$ cat src/rtl/mc_control_fsm_if.sv
// Memory bus between the multi-cycle sequencer and the shared memory.
// The sequencer drives strobes and address select; memory answers with ready.
interface mc_control_fsm_if;
  logic mem_read;
  logic mem_write;
  logic iord;
  logic mem_ready;

  modport master (
    output mem_read,
    output mem_write,
    output iord,
    input  mem_ready
  );

  modport slave (
    input  mem_read,
    input  mem_write,
    input  iord,
    output mem_ready
  );
endinterface

$ cat src/rtl/mc_control_fsm.sv
// Multi-cycle RISC-V sequencer with memory watchdog and illegal-opcode trap.
// Optional perf counters: define MC_PERF_CNT_EN to build cycle/instret.
module mc_control_fsm #(
  parameter int TIMEOUT = 16
) (
  input  logic               clk,
  input  logic               rst,
  mc_control_fsm_if.master   bus,
  input  logic [6:0]         opcode,
  input  logic               zero,
  output logic               ir_write,
  output logic               pc_write,
  output logic               pc_src,
  output logic               reg_write,
  output logic               memtoreg,
  output logic [1:0]         alusrca,
  output logic [1:0]         alusrcb,
  output logic [1:0]         aluop,
  output logic [1:0]         immsel,
  output logic [3:0]         state,
  output logic [1:0]         fault,
  output logic [31:0]        cycle_cnt,
  output logic [31:0]        instret_cnt
);

  typedef enum logic [3:0] {
    S_FETCH  = 4'd0,
    S_DECODE = 4'd1,
    S_MEMADR = 4'd2,
    S_MEMRD  = 4'd3,
    S_MEMWB  = 4'd4,
    S_MEMWR  = 4'd5,
    S_EXEC_R = 4'd6,
    S_ALUWB  = 4'd7,
    S_BRANCH = 4'd8,
    S_FAULT  = 4'd9
  } state_e;

  localparam logic [6:0] OP_R  = 7'b0110011;
  localparam logic [6:0] OP_LD = 7'b0000011;
  localparam logic [6:0] OP_ST = 7'b0100011;
  localparam logic [6:0] OP_BR = 7'b1100011;
  localparam logic [7:0] TO_LAST = 8'(TIMEOUT - 1);

  state_e     state_q, state_d;
  logic [7:0] wait_q, wait_d;
  logic [1:0] fault_q, fault_d;

  logic mem_rd, mem_wr, ir_wr, pc_wr, reg_wr;
  logic to_hit;

  assign to_hit = (wait_q == TO_LAST);

  always_comb begin
    state_d  = state_q;
    wait_d   = '0;
    fault_d  = fault_q;
    mem_rd   = 1'b0;
    mem_wr   = 1'b0;
    ir_wr    = 1'b0;
    pc_wr    = 1'b0;
    reg_wr   = 1'b0;
    bus.iord = 1'b0;
    pc_src   = 1'b0;
    memtoreg = 1'b0;
    alusrca  = 2'b00;
    alusrcb  = 2'b00;
    aluop    = 2'b00;
    immsel   = 2'b00;
    case (state_q)
      S_FETCH: begin
        mem_rd  = 1'b1;
        alusrcb = 2'b01;
        if (bus.mem_ready) begin
          ir_wr   = 1'b1;
          pc_wr   = 1'b1;
          state_d = S_DECODE;
        end else if (to_hit) begin
          state_d = S_FAULT;
          fault_d = 2'b10;
        end else begin
          wait_d = wait_q + 8'd1;
        end
      end
      S_DECODE: begin
        alusrca = 2'b01;
        alusrcb = 2'b10;
        immsel  = 2'b10;
        case (opcode)
          OP_LD, OP_ST: state_d = S_MEMADR;
          OP_R:         state_d = S_EXEC_R;
          OP_BR:        state_d = S_BRANCH;
          default: begin
            state_d = S_FAULT;
            fault_d = 2'b01;
          end
        endcase
      end
      S_MEMADR: begin
        alusrca = 2'b10;
        alusrcb = 2'b10;
        if (opcode == OP_ST) begin
          immsel  = 2'b01;
          state_d = S_MEMWR;
        end else begin
          state_d = S_MEMRD;
        end
      end
      S_MEMRD: begin
        mem_rd   = 1'b1;
        bus.iord = 1'b1;
        if (bus.mem_ready) begin
          state_d = S_MEMWB;
        end else if (to_hit) begin
          state_d = S_FAULT;
          fault_d = 2'b10;
        end else begin
          wait_d = wait_q + 8'd1;
        end
      end
      S_MEMWB: begin
        reg_wr   = 1'b1;
        memtoreg = 1'b1;
        state_d  = S_FETCH;
      end
      S_MEMWR: begin
        mem_wr   = 1'b1;
        bus.iord = 1'b1;
        immsel   = 2'b01;
        if (bus.mem_ready) begin
          state_d = S_FETCH;
        end else if (to_hit) begin
          state_d = S_FAULT;
          fault_d = 2'b10;
        end else begin
          wait_d = wait_q + 8'd1;
        end
      end
      S_EXEC_R: begin
        alusrca = 2'b10;
        aluop   = 2'b10;
        state_d = S_ALUWB;
      end
      S_ALUWB: begin
        reg_wr  = 1'b1;
        state_d = S_FETCH;
      end
      S_BRANCH: begin
        alusrca = 2'b10;
        aluop   = 2'b01;
        pc_src  = 1'b1;
        pc_wr   = zero;
        state_d = S_FETCH;
      end
      S_FAULT: begin
        state_d = S_FAULT;
      end
      default: begin
        state_d = S_FAULT;
        fault_d = 2'b01;
      end
    endcase
  end

  // Strobes are masked during reset so an aborted instruction writes nothing.
  assign bus.mem_read  = mem_rd & ~rst;
  assign bus.mem_write = mem_wr & ~rst;
  assign ir_write      = ir_wr & ~rst;
  assign pc_write      = pc_wr & ~rst;
  assign reg_write     = reg_wr & ~rst;
  assign state         = state_q;
  assign fault         = fault_q;

  always_ff @(posedge clk) begin
    if (rst) begin
      state_q <= S_FETCH;
      wait_q  <= '0;
      fault_q <= 2'b00;
    end else begin
      state_q <= state_d;
      wait_q  <= wait_d;
      fault_q <= fault_d;
    end
  end

`ifdef MC_PERF_CNT_EN
  logic [31:0] cycle_q, cycle_d;
  logic [31:0] instret_q, instret_d;
  logic        retire;

  always_comb begin
    retire = 1'b0;
    case (state_q)
      S_MEMWB, S_ALUWB, S_BRANCH: retire = 1'b1;
      S_MEMWR: retire = bus.mem_ready;
      default: retire = 1'b0;
    endcase
    cycle_d   = cycle_q;
    instret_d = instret_q;
    if (state_q != S_FAULT) cycle_d = cycle_q + 32'd1;
    if (retire) instret_d = instret_q + 32'd1;
  end

  always_ff @(posedge clk) begin
    if (rst) begin
      cycle_q   <= '0;
      instret_q <= '0;
    end else begin
      cycle_q   <= cycle_d;
      instret_q <= instret_d;
    end
  end

  assign cycle_cnt   = cycle_q;
  assign instret_cnt = instret_q;
`else
  assign cycle_cnt   = '0;
  assign instret_cnt = '0;
`endif

endmodule

$ cat src/flat_wrapper.sv
// flat-port wrapper written by rule: the top's interface ports become plain ports
module mc_control_fsm_flat 
#(
  parameter int TIMEOUT = 16
)
  (clk, rst, opcode, zero, ir_write, pc_write, pc_src, reg_write, memtoreg, alusrca, alusrcb, aluop, immsel, state, fault, cycle_cnt, instret_cnt, bus_mem_read, bus_mem_write, bus_iord, bus_mem_ready);
  mc_control_fsm_if bus_i ();
  input  logic clk;
  input  logic rst;
  input  logic [6:0] opcode;
  input  logic zero;
  output logic ir_write;
  output logic pc_write;
  output logic pc_src;
  output logic reg_write;
  output logic memtoreg;
  output logic [1:0] alusrca;
  output logic [1:0] alusrcb;
  output logic [1:0] aluop;
  output logic [1:0] immsel;
  output logic [3:0] state;
  output logic [1:0] fault;
  output logic [31:0] cycle_cnt;
  output logic [31:0] instret_cnt;
  output wire logic [$bits(bus_i.mem_read)-1:0] bus_mem_read;
  output wire logic [$bits(bus_i.mem_write)-1:0] bus_mem_write;
  output wire logic [$bits(bus_i.iord)-1:0] bus_iord;
  input wire logic [$bits(bus_i.mem_ready)-1:0] bus_mem_ready;
  assign bus_mem_read = bus_i.mem_read;
  assign bus_mem_write = bus_i.mem_write;
  assign bus_iord = bus_i.iord;
  assign bus_i.mem_ready = bus_mem_ready;
  mc_control_fsm #(.TIMEOUT(TIMEOUT)) u_core (.clk(clk), .rst(rst), .bus(bus_i), .opcode(opcode), .zero(zero), .ir_write(ir_write), .pc_write(pc_write), .pc_src(pc_src), .reg_write(reg_write), .memtoreg(memtoreg), .alusrca(alusrca), .alusrcb(alusrcb), .aluop(aluop), .immsel(immsel), .state(state), .fault(fault), .cycle_cnt(cycle_cnt), .instret_cnt(instret_cnt));
endmodule
$ cat config.mk
export PLATFORM = sky130hd
export DESIGN_NAME = mc_control_fsm_flat
export DESIGN_NICKNAME = d
export VERILOG_FILES = /design/src/rtl/mc_control_fsm_if.sv /design/src/rtl/mc_control_fsm.sv /design/src/flat_wrapper.sv
export SDC_FILE = /design/constraint.sdc
export NUM_CORES = 1
export LEC_CHECK = 0
export ABC_AREA = 1
export BUFFER_PORTS_ARGS = -buffer_cell sky130_fd_sc_hd__buf_2
export CAP_MARGIN = 20
export CORE_ASPECT_RATIO = 0.6
export CORE_MARGIN = 5
export CORE_UTILIZATION = 40
export DETAILED_ROUTE_END_ITERATION = 16
export PLACE_DENSITY = 0.78
export SETUP_SLACK_MARGIN = 0.4
export SLEW_MARGIN = 20
export SYNTH_ARGS = -nofsm -noshare
export SYNTH_HDL_FRONTEND = slang
export SYNTH_SLANG_ARGS = --single-unit
export TNS_END_PERCENT = 1
$ cat constraint.sdc
create_clock -name clk -period 1.72 [get_ports clk]
set_clock_uncertainty 0.15 [all_clocks]
set_input_delay 0.258 -clock clk [delete_from_list [all_inputs] [get_ports clk]]
set_output_delay 0.258 -clock clk [all_outputs]
set_load 0.01 [all_outputs]
==> flow_summary.json, run 1 <==
{
  "max_stage_delay_ns": 0.37,
  "crit_end": "pc_write",
  "critical_path_arrival_ns": 1.24,
  "critical_path_class": "flip-flop to output port",
  "status": "finished, final reports clean",
  "cts_tree": "built",
  "required_ns": 1.31,
  "p_switching_mw": 0.505,
  "io_pins": 97,
  "clock_sinks": 14,
  "ys_types": 26,
  "cts_max_level": 1,
  "wl_mm": 3.18,
  "pre_cts_slack_ns": 0.231,
  "die_w_um": 86.2,
  "cpMaxStageDelayCell": "dfxtp_4",
  "p_int_mw": 0.721,
  "die_y_um": 55.7,
  "finalSetupViolCount": 0,
  "post_route_cells_drive_above_1_share_pct": 35.7,
  "pwr-share-seq_pct": 31.9,
  "wl_per_cell_um": 10.6,
  "cap_violations": 0,
  "reg2reg_depth": 8,
  "crit_cells": 6,
  "start_kind": "flip-flop",
  "clock-root-buffer": "clkbuf_8",
  "synth_seq_cells": 14,
  "drt_iter0_drc": 100,
  "min_period_ns": 1.65,
  "p_leak_nw": 0.904,
  "r2r_start": "u_core.state[3]",
  "rsz0062_at_grt": "true",
  "grt_pass1_vias": 934,
  "r2r_slack_ns": 0.18,
  "start_util_pct": 42.2,
  "path_cells": "nor2_4 > nand2_2 > inv_2 > nand2_4 > a21oi_2 > buf_2",
  "portBuffers": 32,
  "drc": 0,
  "gp_congestion": 0.862,
  "rows": 16,
  "path_buf_inv": 2,
  "ys_seq_area_share_pct": 20.1,
  "cp-end-kind": "output port",
  "p_per_area_mw_per_mm2": 750,
  "cpLargestDelayFamily": "flip-flops",
  "grt_use_total_pct": 11.3,
  "swShare_pct": 41.2,
  "clockPowerShare_pct": 21.8,
  "placed_cell_area_mm2": 0.00142,
  "grt_overflow_total": 0,
  "drtPass1Iterations": 5,
  "antenna_found_initial": 0,
  "grt_pass1_wl_mm": 4.47,
  "fin_crit_sh_pct": 95.8,
  "synthToLayoutAreaGrowth_pct": 17.4,
  "numCtsBuffers": 3,
  "diodes": 0,
  "hold_path_class": "primary input to flip-flop",
  "finalNetCount": 268,
  "cts_buffer_depth": 2,
  "critPathLaunch": "u_core.state[3]",
  "grt_max_degree": 13,
  "final_antenna_net_count": 0,
  "setup_tns_ns": 0,
  "fin_area_mm2": 0.00164,
  "pwr-share-comb_pct": 46.3,
  "syn_avg_cell_area_um2": 6.45,
  "vias": 1216,
  "syn_area_mm2": 0.00139,
  "post_drt_via_cell_ratio": 4.05,
  "clock.fmax_ghz": 0.607,
  "ir_worst_vdd_v": 0.000284,
  "reg2reg_to": "u_core.state[0]",
  "setup_ws_ns": 0.0714,
  "die_area_mm2": 0.00480,
  "hold_viol": 0,
  "hold_ws_ns": 0.207,
  "drv_slew": 0,
  "cp_max_fo": 7,
  "design.core.area_mm2": 0.00330,
  "clock_latency_ns": 0.24,
  "syn_inst": 216,
  "place_hpwl_mm": 2.44,
  "hold_buffers": 0,
  "clk_pin_slew_ns": 0.06,
  "yosysWarnings": 0
}
[timing repair]
action | CTS | global route
buffers inserted | 2 | 3
pin swaps | 1 | 14
resized for setup | 7 | 30
endpoints found under the setup margin | 30 | 31
[routing by layer]
| layer | wire [µm] | track usage (%) |
|---|---|---|
| met3 | 308 | 3.55 |
| met5 | 0 | 0 |
| met1 | 1340 | 17.0 |
| met4 | 7 | 2.00 |
| met2 | 1520 | 15.5 |
[cell families after synthesis]
| logic type | Yosys count | synth area share, % |
|---|---|---|
| xor gates and xnor gates | 4 | 2.51 |
| DFF | 14 | 20.1 |
| buffers and inverters | 89 | 41.2 |
| and+or+nand+nor | 94 | 30.0 |
| adders and majority gates | 1 | 0.898 |
| other | 1 | 0.269 |
| AOI/OAI and AO/OA | 13 | 5.03 |
[registers in the layout (all words and copies together) (netlist names)]
register and cells:
u_core.state 4, u_core.fault 2, u_core.wait_q 8
[cell usage in the layout, fill, tap and decap left out, types with 5 or more instances in the layout]
cell type  synthesis  final
conb_1             1     64
buf_2              0     29
nand2_1           39     28
nor2_1            33     19
inv_1             22     18
nand2_2            1     10
nor2_4             1      8
nor2_2             1      8
dfxtp_1           14      8
inv_2              2      6
nand4_1            5      5
nand3_1            8      5
[cell usage after synthesis]
| cell | n | area, µm² |
|---|---|---|
| a21oi_1 | 6 | 30.0 |
| a31oi_1 | 2 | 12.5 |
| and3_2 | 1 | 7.51 |
| buf_4 | 64 | 480 |
| clkbuf_1 | 1 | 3.75 |
| conb_1 | 1 | 3.75 |
| dfxtp_1 | 14 | 280 |
| ha_1 | 1 | 12.5 |
| inv_1 | 22 | 82.6 |
| inv_2 | 2 | 7.51 |
| nand2_1 | 39 | 146 |
| nand2_2 | 1 | 6.26 |
| nand2_4 | 1 | 11.3 |
| nand3_1 | 8 | 40.0 |
| nand3_2 | 1 | 10.0 |
| nand4_1 | 5 | 31.3 |
| nor2_1 | 33 | 124 |
| nor2_2 | 1 | 6.26 |
| nor2_4 | 1 | 11.3 |
| nor3_1 | 1 | 5.00 |
| nor3b_2 | 1 | 12.5 |
| o211ai_1 | 1 | 7.51 |
| o21ai_0 | 4 | 20.0 |
| or2_2 | 1 | 6.26 |
| xnor2_1 | 1 | 8.76 |
| xor2_1 | 3 | 26.3 |
[power by group through the flow]
stage,clock [mW],combinational (mW),sequential (mW)
after CTS,0.280,0.476,0.389
after detailed placement,0,0.447,0.396
after global routing,0.302,0.621,0.395
after global placement,0,0.439,0.396
after floorplan,0,0.417,0.402
final,0.268,0.567,0.392
[layout make-up]
type | count | area [µm²]
tap | 45 | 56.3
fill | 346 | 1670
sequential | 14 | 298
timing repair buffer | 37 | 220
clock inverter | 1 | 3.75
clock buffer | 3 | 41.3
inverter | 24 | 90.1
multi-input combinational | 176 | 927
[worst min-delay path by stage]
stage | start | end | slack (ns) | depth (start not counted)
6_report | rst | u_core.state[2] | 0.21 | 2
5_1_grt | opcode[6] | u_core.state[1] | 0.21 | 4
4_1_cts | opcode[6] | u_core.state[1] | 0.19 | 4
3_5_place_dp | u_core.wait_q[0] | u_core.wait_q[0] | 0.29 | 1
3_3_place_gp | u_core.wait_q[0] | u_core.wait_q[0] | 0.28 | 1
2_1_floorplan | rst | u_core.state[0] | 0.17 | 1
[through the flow]
step           utilization, %  std cells  power [mW]
6_report                 49.5        300        1.23
5_1_grt                  49.5        300        1.32
4_1_cts                  45.5        297        1.15
3_5_place_dp             43.0        291       0.844
3_3_place_gp             43.0        291       0.835
2_1_floorplan               -        279       0.819
[worst reg2reg max path: stages, from the launching register on]
cell and delay (ns):
dfxtp_4 0.37, nor2_4 0.14, nand2_2 0.08, buf_4 0.14, nand3_2 0.09, nand2_1 0.08, inv_2 0.12, o21ai_0 0.12
a31oi_1 0.17
Power figures use the tool's default switching activity.
==> inputs of run 2 (changes only) <==
--- a/config.mk
+++ b/config.mk
@@ -8,7 +8,6 @@
 export ABC_AREA = 1
 export BUFFER_PORTS_ARGS = -buffer_cell sky130_fd_sc_hd__buf_2
 export CAP_MARGIN = 20
-export CORE_ASPECT_RATIO = 0.6
 export CORE_MARGIN = 5
 export CORE_UTILIZATION = 40
 export DETAILED_ROUTE_END_ITERATION = 16
==> flow_summary.json, run 2 (same netlist as run 1, synthesis figures left out) <==
{
  "status": "finished, final reports clean",
  "path_buf_inv": 2,
  "hold_path_class": "primary input to flip-flop",
  "gp_congestion": 0.785,
  "die_y_um": 69.0,
  "wl_met1_mm": 1.15,
  "portBuffers": 32,
  "layout_common_cells": "conb_1 (64), nand2_1 (34), buf_2 (30), nor2_1 (25), inv_1 (19)",
  "layout_commonest_cell": "conb_1",
  "cpMaxStageDelayCell": "dfxtp_4",
  "p_per_area_mw_per_mm2": 729,
  "vias": 1213,
  "die_w_um": 69.0,
  "clk_pin_slew_ns": 0.08,
  "required_ns": 1.31,
  "routed.top_layer": "met4",
  "critical_path_arrival_ns": 1.26,
  "cts_max_level": 1,
  "wl_mm": 2.70,
  "place_hpwl_mm": 2.24,
  "path_cells": "nor2_4 > nand2_2 > inv_2 > nand2_2 > a21oi_2 > buf_2",
  "drc": 0,
  "critical_path_class": "flip-flop to output port",
  "post_route_cells_drive_above_1_share_pct": 29.4,
  "cap_violations": 0,
  "met3_length_um": 363,
  "synthToLayoutAreaGrowth_pct": 8.98,
  "final_antenna_net_count": 0,
  "min_period_ns": 1.67,
  "grt_max_degree": 13,
  "cts_tree": "built",
  "diodes": 0,
  "clock_sinks": 14,
  "cpLargestDelayFamily": "flip-flops",
  "wl_per_cell_um": 9.06,
  "design.core.area_mm2": 0.00336,
  "rows": 21,
  "numCtsBuffers": 3,
  "fin_crit_sh_pct": 96.9,
  "wl_met2_mm": 1.15,
  "start_util_pct": 41.4,
  "ir_worst_vdd_v": 0.000282,
  "drtPass1Iterations": 4,
  "worst_path_most_repeated_cell": "nand2_2",
  "drt_iter0_drc": 74,
  "drv_slew": 0,
  "hold_viol": 0,
  "io_pins": 97,
  "antenna_found_initial": 0,
  "max_stage_delay_ns": 0.37,
  "cp-end-kind": "output port",
  "setup_tns_ns": 0,
  "p_leak_nw": 0.870,
  "post_drt_via_cell_ratio": 4.07,
  "cts_buffer_depth": 2,
  "finalNetCount": 265,
  "top_register": "u_core.wait_q",
  "die_area_mm2": 0.00477,
  "grt_pass1_vias": 983,
  "grt_use_total_pct": 10.5,
  "finalSetupViolCount": 0,
  "post-route-util_pct": 45.2,
  "start_kind": "flip-flop",
  "cp_max_fo": 5,
  "grt_pass1_wl_mm": 4.26,
  "clock_latency_ns": 0.28,
  "rsz0062_at_grt": "true",
  "hold_buffers": 0,
  "clock.fmax_ghz": 0.600,
  "clock-root-buffer": "clkbuf_4",
  "largest_reg_flops": 8,
  "grt_overflow_total": 0
}
run 2: cell count changes in the layout (fill, tap and decap cells not counted), sizes merged:
cell,delta
clkinv,-1
buf,-3
clkbuf,+1
run 2: power by group:
part           switching [mW]  total, mW  internal [mW]  leakage (nW)
combinational           0.315      0.486          0.171         0.732
clock                   0.103      0.232          0.129        0.0210
sequential             0.0348      0.389          0.355         0.117
total                   0.453       1.11          0.654         0.870
run 2: final cells by class:
type	count	area, µm²
inverters	24	90.1
clock buffers	4	36.3
repair buffers	34	188
multi-input cells	176	850
fillers	367	1840
flip-flops and latches	14	298
well taps	46	57.6
run 2: metal layers:
metal  track usage [%]  vias to the layer above
met5                 0                        -
met4              3.90                        0
met3              4.07                        4
met2              16.4                       66
met1              12.9                      528
li1                  -                      615
run 2: worst paths after layout:
check	cells past startpoint	startpoint	endpoint	slack (ns)
hold reg to reg	1	u_core.wait_q[0]	u_core.wait_q[0]	0.30
setup / recovery	6	u_core.state[0]	pc_write	0.05
setup reg to reg	8	u_core.wait_q[0]	u_core.fault[1]	0.30
hold / removal	2	rst	u_core.state[3]	0.17
run 2: what timing repair did:
item / in CTS / in global routing
gates cloned: 0 / 0
setup endpoints to repair: 30 / 31
resized for setup: 7 / 6
setup buffers: 1 / 1
pin swaps: 1 / 2
run 2: per-stage QoR:
| step | hold WS [ns] | setup slack (ns) | power [mW] | std cells | instance area (µm²) |
|---|---|---|---|---|---|
| final | 0.167 | 0.0540 | 1.11 | 298 | 1520 |
| after global routing | 0.177 | -0.0352 | 1.19 | 298 | 1520 |
| after CTS | 0.173 | 0.0466 | 1.09 | 297 | 1490 |
| after detailed placement | 0.287 | 0.218 | 0.841 | 292 | 1420 |
| after global placement | 0.281 | 0.244 | 0.834 | 292 | 1420 |
| after floorplan | 0.170 | 0.389 | 0.819 | 279 | 1690 |
==> inputs of run 3 (changes only) <==
--- a/config.mk
+++ b/config.mk
@@ -9,9 +9,9 @@
 export BUFFER_PORTS_ARGS = -buffer_cell sky130_fd_sc_hd__buf_2
 export CAP_MARGIN = 20
 export CORE_MARGIN = 5
-export CORE_UTILIZATION = 40
+export CORE_UTILIZATION = 42
 export DETAILED_ROUTE_END_ITERATION = 16
-export PLACE_DENSITY = 0.78
+export PLACE_DENSITY = 0.81
 export SETUP_SLACK_MARGIN = 0.4
 export SLEW_MARGIN = 20
 export SYNTH_ARGS = -nofsm -noshare
==> flow_summary.json, run 3 (same netlist as run 1, synthesis figures left out) <==
{
  "status": "finished, final reports clean",
  "post_drt_via_cell_ratio": 4.10,
  "max_stage_delay_ns": 0.38,
  "reg2reg_depth": 8,
  "cts_tree": "built",
  "fin_area_mm2": 0.00159,
  "final_antenna_net_count": 0,
  "drtPass1Iterations": 4,
  "reg2reg_to": "u_core.wait_q[2]",
  "start_kind": "flip-flop",
  "r2r_start": "u_core.state[2]",
  "cts_buffer_depth": 2,
  "p_per_area_mw_per_mm2": 738,
  "finalSetupViolCount": 0,
  "required_ns": 1.31,
  "vias": 1239,
  "grt_max_degree": 13,
  "clk_pin_slew_ns": 0.09,
  "critical_path_class": "flip-flop to output port",
  "placed_cell_area_mm2": 0.00142,
  "rows": 21,
  "drc": 0,
  "p_leak_nw": 0.902,
  "min-delay-start": "opcode[6]",
  "cp-end-kind": "output port",
  "clock.fmax_ghz": 0.598,
  "post_route_cells_drive_above_1_share_pct": 32.4,
  "r2r_slack_ns": 0.26,
  "critical_path_arrival_ns": 1.26,
  "grt_overflow_total": 0,
  "cts_max_level": 1,
  "fin_cells": 302,
  "top_register": "u_core.wait_q",
  "layout_common_cells": "conb_1 (64), nand2_1 (33), buf_2 (28), nor2_1 (25), inv_1 (16)",
  "ir_worst_vdd_v": 0.000233,
  "min_period_ns": 1.67,
  "post-route-util_pct": 48.4,
  "clock-root-buffer": "clkbuf_4",
  "portBuffers": 32,
  "fin_crit_sh_pct": 97.2,
  "worst_path_most_repeated_cell": "nand2_1",
  "grt_pass1_vias": 1030,
  "drt_iter0_drc": 48,
  "die_area_mm2": 0.00457,
  "finalPower_mw": 1.17,
  "io_pins": 97,
  "die_y_um": 67.6,
  "layout_commonest_cell": "conb_1",
  "setup_tns_ns": 0,
  "hold_viol": 0,
  "place_hpwl_mm": 2.29,
  "numCtsBuffers": 3,
  "die_w_um": 67.6,
  "wl_per_cell_um": 9.57,
  "diodes": 0,
  "grt_pass1_wl_mm": 4.13,
  "start_util_pct": 42.4,
  "cp_max_fo": 5,
  "whs_path_depth": 4,
  "gp_congestion": 0.766,
  "grt_use_total_pct": 11.7,
  "min_to": "u_core.state[1]",
  "design.core.area_mm2": 0.00328,
  "hold_path_class": "primary input to flip-flop",
  "cpMaxStageDelayCell": "dfxtp_4",
  "wl_mm": 2.89,
  "largest_reg_flops": 8,
  "antenna_found_initial": 0,
  "dp_cells": 292,
  "finalNetCount": 269,
  "path_cells": "inv_2 > nand3_2 > nor2_1 > nand2_1 > nand2_1 > buf_2",
  "clock_sinks": 14,
  "cap_violations": 0,
  "drv_slew": 0,
  "synthToLayoutAreaGrowth_pct": 14.1,
  "clock_latency_ns": 0.29,
  "rsz0062_at_grt": "true"
}
[run 3: layer usage]
layer | track usage (%) | wire length [µm]
met1 | 11.3 | 1010
met2 | 23.1 | 1480
met3 | 4.16 | 381
met4 | 3.04 | 24
met5 | 0 | 0
[run 3: worst max-delay path by stage]
| stage | to | from | cells after the start | slack, ns |
|---|---|---|---|---|
| after floorplan | u_core.fault[0] | u_core.state[3] | 7 | 0.39 |
| after global placement | immsel[0] | opcode[2] | 9 | 0.26 |
| after detailed placement | immsel[0] | opcode[2] | 9 | 0.23 |
| after CTS | pc_write | u_core.state[1] | 6 | 0.05 |
| after global routing | bus_mem_read | u_core.state[1] | 5 | -0.03 |
| final | immsel[0] | u_core.state[0] | 6 | 0.05 |
[run 3: power breakdown]
part / leakage (nW) / switching, mW / internal [mW] / total [mW]
clock network: 0.0210 / 0.118 / 0.129 / 0.247
logic: 0.763 / 0.331 / 0.203 / 0.534
registers: 0.118 / 0.0374 / 0.355 / 0.392
total: 0.902 / 0.486 / 0.687 / 1.17
[run 3: cell type report]
| cell class | count | area [µm²] |
|---|---|---|
| clock buffer | 4 | 36.3 |
| fill | 342 | 1690 |
| inverter | 24 | 90.1 |
| multi-input combinational | 176 | 872 |
| sequential | 14 | 300 |
| tap | 46 | 57.6 |
| timing repair buffer | 38 | 234 |
[run 3: what timing repair did]
action	4_1_cts	5_1_grt
setup endpoints to repair	30	32
hold buffers	0	0
pin swaps	3	10
setup buffers	6	0
gates resized for setup	10	17
[run 3: per-stage QoR]
stage               setup WS, ns  hold WS, ns
finish                    0.0482        0.155
floorplan                  0.389        0.170
detailed placement         0.233        0.292
global route             -0.0301        0.167
CTS                       0.0475        0.150
global placement           0.257        0.280
[run 3: critical path: cells and delay by family (launching register included)]
family | cells | cell delay [ns]
buf+inv | 2 | 0.20
flops | 1 | 0.38
simple gates | 4 | 0.39
